`src/rtl/led_pattern_pkg.sv`:
```
// Shared types and constants for the LED pattern generator.
package led_pattern_pkg;

   typedef enum logic [1:0] {
      BIN    = 2'd0,
      ROTATE = 2'd1,
      BOUNCE = 2'd2,
      BLINK  = 2'd3
   } mode_e;

   typedef enum logic {
      DIR_DOWN = 1'b0,
      DIR_UP   = 1'b1
   } dir_e;

   localparam int unsigned SPEED_W = 4;
   localparam logic [SPEED_W-1:0] SPEED_MAX = 4'd15;

endpackage

```
`src/rtl/btn_debounce.sv`:
```
// Push-button conditioner: 2-FF synchroniser, stability counter and
// single-cycle press pulse on each accepted rising edge.
module btn_debounce #(
   parameter int unsigned DEB_CYCLES = 1_000_000
) (
   input  logic clk,
   input  logic reset_n,
   input  logic raw,
   output logic press
);

   localparam int unsigned CNT_W = (DEB_CYCLES > 1) ? $clog2(DEB_CYCLES + 1) : 1;
   localparam logic [CNT_W-1:0] CNT_LAST = CNT_W'(DEB_CYCLES - 1);

   logic             sync_1;
   logic             sync_2;
   logic             level;
   logic [CNT_W-1:0] cnt;
   logic             accept;

   // The counter tracks how long the synchronised input has disagreed with
   // the accepted level; any agreement restarts the stability window.
   assign accept = (sync_2 != level) && (cnt == CNT_LAST);

   always_ff @(posedge clk or negedge reset_n) begin
      if (!reset_n) begin
         sync_1 <= 1'b0;
         sync_2 <= 1'b0;
         level  <= 1'b0;
         cnt    <= '0;
         press  <= 1'b0;
      end else begin
         sync_1 <= raw;
         sync_2 <= sync_1;
         press  <= accept && sync_2;
         if (sync_2 == level) begin
            cnt <= '0;
         end else if (accept) begin
            level <= sync_2;
            cnt   <= '0;
         end else begin
            cnt <= cnt + CNT_W'(1);
         end
      end
   end

endmodule

```
`src/rtl/led_pattern_gen.sv`:
```
// LED pattern generator: debounced speed control, speed-dependent tick
// prescaler and four selectable LED patterns with a registered output.
module led_pattern_gen
   import led_pattern_pkg::*;
#(
   parameter int unsigned N_LEDS         = 16,
   parameter int unsigned TICK_SHIFT_MAX = 26,
   parameter int unsigned DEB_CYCLES     = 1_000_000,
   parameter int unsigned SPEED_INIT     = 8
) (
   input  logic               clk,
   input  logic               reset_n,
   input  logic               up,
   input  logic               down,
   input  logic [1:0]         mode,
   input  logic               enable,
   output logic [N_LEDS-1:0]  led,
   output logic [SPEED_W-1:0] speed
);

   localparam int unsigned POS_W = $clog2(N_LEDS);
   localparam logic [POS_W-1:0] POS_LAST = POS_W'(N_LEDS - 1);
   localparam logic [POS_W-1:0] POS_PEN  = POS_W'(N_LEDS - 2);
   localparam logic [POS_W-1:0] POS_ONE  = POS_W'(1);

   logic                      up_press;
   logic                      down_press;
   logic [SPEED_W-1:0]        speed_next;
   logic                      speed_chg;
   mode_e                     mode_in;
   mode_e                     mode_q;
   logic                      mode_chg;
   logic                      clr;
   logic [31:0]               shift;
   logic [TICK_SHIFT_MAX-1:0] limit;
   logic [TICK_SHIFT_MAX-1:0] cnt;
   logic                      tick;
   logic [N_LEDS-1:0]         step;
   logic [N_LEDS-1:0]         step_n;
   logic [POS_W-1:0]          pos;
   logic [POS_W-1:0]          pos_n;
   dir_e                      dir;
   dir_e                      dir_n;
   logic                      phase;
   logic                      phase_n;
   logic [N_LEDS-1:0]         led_n;

   btn_debounce #(.DEB_CYCLES(DEB_CYCLES)) u_up_deb (
      .clk     (clk),
      .reset_n (reset_n),
      .raw     (up),
      .press   (up_press)
   );

   btn_debounce #(.DEB_CYCLES(DEB_CYCLES)) u_down_deb (
      .clk     (clk),
      .reset_n (reset_n),
      .raw     (down),
      .press   (down_press)
   );

   assign mode_in  = mode_e'(mode);
   assign mode_chg = (mode_in != mode_q);
   assign speed_chg = (speed_next != speed);
   assign clr      = speed_chg || mode_chg;

   always_comb begin
      speed_next = speed;
      if (up_press && !down_press && speed != SPEED_MAX) begin
         speed_next = speed + SPEED_W'(1);
      end else if (down_press && !up_press && speed != '0) begin
         speed_next = speed - SPEED_W'(1);
      end
   end

   // Terminal count 2^(TICK_SHIFT_MAX-speed)-1 as a low-bit mask; a shift
   // of the full width yields the all-ones count for speed 0.
   always_comb begin
      shift = TICK_SHIFT_MAX - 32'(speed);
      limit = ~({TICK_SHIFT_MAX{1'b1}} << shift);
   end

   assign tick = enable && (cnt == limit) && !clr;

   always_comb begin
      step_n  = step;
      pos_n   = pos;
      dir_n   = dir;
      phase_n = phase;
      if (mode_chg) begin
         step_n  = '0;
         pos_n   = '0;
         dir_n   = DIR_UP;
         phase_n = 1'b0;
      end else if (tick) begin
         case (mode_q)
            BIN:    step_n = step + N_LEDS'(1);
            ROTATE: pos_n = (pos == POS_LAST) ? '0 : pos + POS_ONE;
            BOUNCE: begin
               // Direction flips on arrival at an end so neither end dwells.
               if (dir == DIR_UP) begin
                  pos_n = pos + POS_ONE;
                  if (pos == POS_PEN) dir_n = DIR_DOWN;
               end else begin
                  pos_n = pos - POS_ONE;
                  if (pos == POS_ONE) dir_n = DIR_UP;
               end
            end
            BLINK:  phase_n = ~phase;
         endcase
      end
   end

   always_comb begin
      led_n = '0;
      case (mode_in)
         BIN:           led_n = step_n;
         ROTATE, BOUNCE: led_n = N_LEDS'(1) << pos_n;
         BLINK:         led_n = {N_LEDS{phase_n}};
      endcase
   end

   always_ff @(posedge clk or negedge reset_n) begin
      if (!reset_n) begin
         speed  <= SPEED_W'(SPEED_INIT);
         mode_q <= BIN;
         cnt    <= '0;
         step   <= '0;
         pos    <= '0;
         dir    <= DIR_UP;
         phase  <= 1'b0;
         led    <= '0;
      end else begin
         speed  <= speed_next;
         mode_q <= mode_in;
         if (clr) begin
            cnt <= '0;
         end else if (enable) begin
            cnt <= (cnt == limit) ? '0 : cnt + TICK_SHIFT_MAX'(1);
         end
         step  <= step_n;
         pos   <= pos_n;
         dir   <= dir_n;
         phase <= phase_n;
         led   <= led_n;
      end
   end

endmodule

```
`config.mk`:
```
export PLATFORM = sky130hd
export DESIGN_NAME = led_pattern_gen
export DESIGN_NICKNAME = d
export VERILOG_FILES = /design/src/rtl/led_pattern_pkg.sv /design/src/rtl/btn_debounce.sv /design/src/rtl/led_pattern_gen.sv
export SDC_FILE = /design/constraint.sdc
export NUM_CORES = 1
export LEC_CHECK = 0
export CAP_MARGIN = 20
export CORE_MARGIN = 2
export CORE_UTILIZATION = 45
export CTS_CLUSTER_DIAMETER = 120
export DETAILED_ROUTE_END_ITERATION = 12
export PLACE_DENSITY_LB_ADDON = 0.2
export SETUP_SLACK_MARGIN = 0.2
export SYNTH_ARGS = -nofsm -noshare
export SYNTH_HDL_FRONTEND = slang
export SYNTH_HIERARCHICAL = 1
export SYNTH_SLANG_ARGS = --single-unit
export TNS_END_PERCENT = 50
```
`constraint.sdc`:
```
create_clock -name clk -period 3.6 [get_ports clk]
set_input_delay 0.54 -clock clk [delete_from_list [all_inputs] [get_ports clk]]
set_output_delay 0.54 -clock clk [all_outputs]
set_load 0.01 [all_outputs]
```
==> impl_metrics.sql <==
INSERT INTO impl_metrics (metric_group, metric, value, unit) VALUES
('synthesis', 'synth-compound-area-share', '17.1', '%'),
('global_routing', 'grt_antenna_before_repair', '0', ''),
('timing', 'fin_crit_sh', '100', '%'),
('route', 'detail_route_met3_wl', '920', 'µm'),
('timing', 'finalClockSkew', '0.0131', 'ns'),
('pwr', 'clkPwrFrac', '50.4', '%'),
('floorplanning', 'die_y', '132', 'µm'),
('synthesis', 'synth_top_family_by_area', 'simple AND/OR/NAND/NOR gates', ''),
('route', 'routed_wire_length_per_instance', '17.7', 'µm'),
('route', 'detailedRoute.firstPassIterationCount', '5', ''),
('floorplanning', 'placeableCoreArea', '0.0159', 'mm²'),
('route', 'detail_route.wirelength', '19500', 'µm'),
('floorplanning', 'design.die.area', '0.0174', 'mm²'),
('pwr', 'net-switching-power', '0.000802', 'W'),
('route', 'detail_route.iter0.violations', '392', ''),
('pwr', 'internal-power', '0.00231', 'W'),
('clocking', 'ctsLongestPathBuffers', '2', ''),
('setup_path', 'critical_path.n_buffers_inverters', '5', ''),
('placement', 'hpwl', '13400', 'µm'),
('route', 'top_layer_used', 'met4', ''),
('setup_path', 'critPathTopFamily', 'simple AND/OR/NAND/NOR gates', ''),
('setup_path', 'path_cells', 'ha_4 -> buf_4 -> nand4b_1 -> o221ai_1 -> and2_1 -> nand4_1 -> or4_4 -> buf_6 -> nor4_4 -> buf_4 -> buf_8 -> buf_4 -> mux2_4 -> nand3_2 -> o311ai_2', ''),
('global_routing', 'vias_in_the_first_global_route', '6262', ''),
('route', 'post_drt_via_cell_ratio', '5.85', ''),
('pwr', 'leakagePower', '3.70', 'nW'),
('min_path', 'holdCritPathClass', 'in -> async', ''),
('synthesis', 'syn_area', '0.00737', 'mm²'),
('synthesis', 'synth_cells', '804', ''),
('clocking', 'worst_skew_pair.late_latency', '0.43', 'ns'),
('run_status', 'status', 'finished, violations left', ''),
('cells_and_area', 'final_net_count', '897', ''),
('clocking', 'worst_setup_hold_path_clk_slew', '0.07', 'ns'),
('synthesis', 'syn_avg_cell_area', '9.16', 'µm²'),
('global_routing', 'gr-usage-all-layers', '22.7', '%'),
('placement', 'postPlaceCellArea', '0.00817', 'mm²'),
('setup_path', 'cell_with_the_largest_stage_delay_on_the_worst_path', 'sky130_fd_sc_hd__or4_4', ''),
('cells_and_area', 'proportion_of_layout_cells_with_a_drive_suffix_above_1', '20.8', '%'),
('synthesis', 'ys.warnings.count', '6', ''),
('cells_and_area', 'layoutNonFillerInstCount', '1100', ''),
('run_status', 'violations', 'setup timing', ''),
('timing', 'max_slew_margin', '35.3', '%'),
('run', 'maxcap_viol_count', '0', ''),
('setup_path', 'critical_path_class', 'reg -> reg', ''),
('route', 'met2RoutedLength', '9180', 'µm'),
('timing', 'rsz_0062_raised_after_global_routing', 'true', ''),
('pwr', 'vdd_drop_max', '307', 'µV'),
('setup_path', 'max_stage_delay', '0.51', 'ns'),
('cells_and_area', 'antenna_cells', '0', ''),
('route', 'vias', '6439', ''),
('timing', 'finalSetupViolCount', '1', ''),
('clocking', 'level_count_of_the_clock_h_tree', '4', ''),
('timing', 'setup_ws', '-0.00402', 'ns'),
('setup_path', 'critPathLaunchType', 'flip-flop', ''),
('synthesis', 'seq_area_frac_synth', '40.1', '%'),
('setup_path', 'required', '3.87', 'ns'),
('setup_path', 'critPathMaxFanout', '6', ''),
('timing', 'fin_crit', '3.60', 'ns'),
('synthesis', 'synthSimpleGateAreaFrac', '25.8', '%'),
('floorplanning', 'io_pins', '27', ''),
('synthesis', 'postSynthNetCount', '830', ''),
('synthesis', 'synth_ff_type', 'sky130_fd_sc_hd__dfrtp_1', ''),
('synthesis', 'async_reset_ff_share', '100', '%'),
('cells_and_area', 'layout.cells.most_common_list', 'sky130_fd_sc_hd__dfrtp_1 (114), sky130_fd_sc_hd__nor2_1 (69), sky130_fd_sc_hd__nand2_1 (66)', ''),
('setup_path', 'end_kind', 'flip-flop', ''),
('synthesis', 'yosys_register_bits', '118', ''),
('cells_and_area', 'finish.instance_area', '0.00909', 'mm²'),
('placement', 'dpl.cell_count', '1055', ''),
('route', 'drc', '0', ''),
('setup_path', 'crit_arrival', '3.88', 'ns'),
('pwr', 'power_frac_comb', '5.9', '%'),
('global_routing', 'global_route.overflow_total', '0', '');
==> layer usage <==
layer | vias to the layer above | track usage (%)
li1 | 3083 | -
met1 | 3138 | 31.2
met2 | 188 | 36.1
met3 | 30 | 4.61
met4 | 0 | 7.55
met5 | - | 0
==> per-stage QoR <==
step / util (%) / hold WS [ns] / power, W / setup TNS [ns]
final: 57.0 / 0.251 / 0.00312 / -0.00402
after global routing: 57.0 / 0.320 / 0.00324 / -1.76
after CTS: 56.0 / 0.294 / 0.00314 / 0
after detailed placement: 51.2 / 0.375 / 0.00156 / -0.362
after global placement: 51.2 / 0.375 / 0.00156 / 0
after floorplan: - / 0.244 / 0.00147 / -0.00550
==> state kept, by name, summed over array words and instances (netlist names), 2 cells and up <==
| name | cells |
|---|---|
| step | 16 |
| mode_q | 2 |
| pos | 4 |
| led | 16 |
| u_up_deb/cnt | 20 |
| speed | 4 |
| u_down_deb/cnt | 20 |
| cnt | 26 |
==> worst register-to-register path, cell delays in order (launching register included) <==
cell and delay, ns:
sky130_fd_sc_hd__dfrtp_2 0.43, sky130_fd_sc_hd__ha_4 0.19, sky130_fd_sc_hd__buf_4 0.14, sky130_fd_sc_hd__nand4b_1 0.25, sky130_fd_sc_hd__o221ai_1 0.31, sky130_fd_sc_hd__and2_1 0.18, sky130_fd_sc_hd__nand4_1 0.10, sky130_fd_sc_hd__or4_4 0.51
sky130_fd_sc_hd__buf_6 0.14, sky130_fd_sc_hd__nor4_4 0.31, sky130_fd_sc_hd__buf_4 0.17, sky130_fd_sc_hd__buf_8 0.12, sky130_fd_sc_hd__buf_4 0.12, sky130_fd_sc_hd__mux2_4 0.33, sky130_fd_sc_hd__nand3_2 0.08, sky130_fd_sc_hd__o311ai_2 0.10
==> Yosys cell counts, types with 9 or more instances <==
cell / n / area share (%)
sky130_fd_sc_hd__nor3_1: 18 / 1.2
sky130_fd_sc_hd__a22o_1: 13 / 1.5
sky130_fd_sc_hd__nor2_1: 70 / 3.6
sky130_fd_sc_hd__nand3_1: 51 / 3.5
sky130_fd_sc_hd__o21ai_0: 35 / 2.4
sky130_fd_sc_hd__mux2i_1: 17 / 2.3
sky130_fd_sc_hd__xor2_1: 25 / 3.0
sky130_fd_sc_hd__ha_1: 19 / 3.2
sky130_fd_sc_hd__nand2_1: 75 / 3.8
sky130_fd_sc_hd__inv_1: 32 / 1.6
sky130_fd_sc_hd__o211ai_1: 12 / 1.2
sky130_fd_sc_hd__or4_1: 9 / 0.92
sky130_fd_sc_hd__nand4_1: 15 / 1.3
sky130_fd_sc_hd__and3_1: 21 / 1.8
sky130_fd_sc_hd__dfrtp_1: 116 / 39
sky130_fd_sc_hd__xnor2_1: 27 / 3.2
sky130_fd_sc_hd__clkbuf_1: 29 / 1.5
sky130_fd_sc_hd__a21oi_1: 33 / 2.2
sky130_fd_sc_hd__nor4_1: 14 / 1.2
==> power by group through the flow <==
| stage | registers, W | clock network, W | logic, W |
|---|---|---|---|
| CTS | 0.00136 | 0.00159 | 0.000180 |
| global route | 0.00136 | 0.00167 | 0.000204 |
| floorplan | 0.00138 | 0 | 0.0000852 |
| finish | 0.00136 | 0.00157 | 0.000184 |
| global placement | 0.00138 | 0 | 0.000173 |
| detailed placement | 0.00138 | 0 | 0.000177 |
==> cells by family (layout without fill, tap and decap cells) <==
logic type / Yosys count / count (layout)
AO/OA/AOI/OAI: 172 / 172
XOR/XNOR: 53 / 53
adder cells (fa/ha/maj): 19 / 19
buffers and inverters: 73 / 152
flip-flops: 118 / 118
multiplexers: 22 / 22
AND/OR/NAND/NOR: 347 / 348
==> layout make-up <==
type / instances / area, µm²
clock buffers: 19 / 443
clock inverters: 13 / 100
inverters: 32 / 123
repair buffers: 88 / 807
flip-flops and latches: 118 / 2960
well taps: 216 / 270
multi-input cells: 614 / 4390
fillers: 1386 / 6860
==> worst paths after layout <==
check / slack [ns] / from / depth (start not counted) / end
min in group clk: 0.38 / u_up_deb/sync_1 / 0 / u_up_deb/sync_2
max in group asynchronous: 2.52 / reset_n / 2 / dir
min reg2reg: 0.38 / u_up_deb/sync_1 / 0 / u_up_deb/sync_2
min: 0.25 / reset_n / 1 / u_down_deb/cnt[19]
max: -0.004 / speed[1] / 15 / led[0]
max reg2reg: -0.004 / speed[1] / 15 / led[0]
==> timing repair <==
item	CTS	global route
resized for setup	39	25
setup endpoints to repair	37	56
gates cloned	1	1
pin swaps	7	8
setup buffers	7	4
No activity file was read; power rests on OpenSTA's default activity.
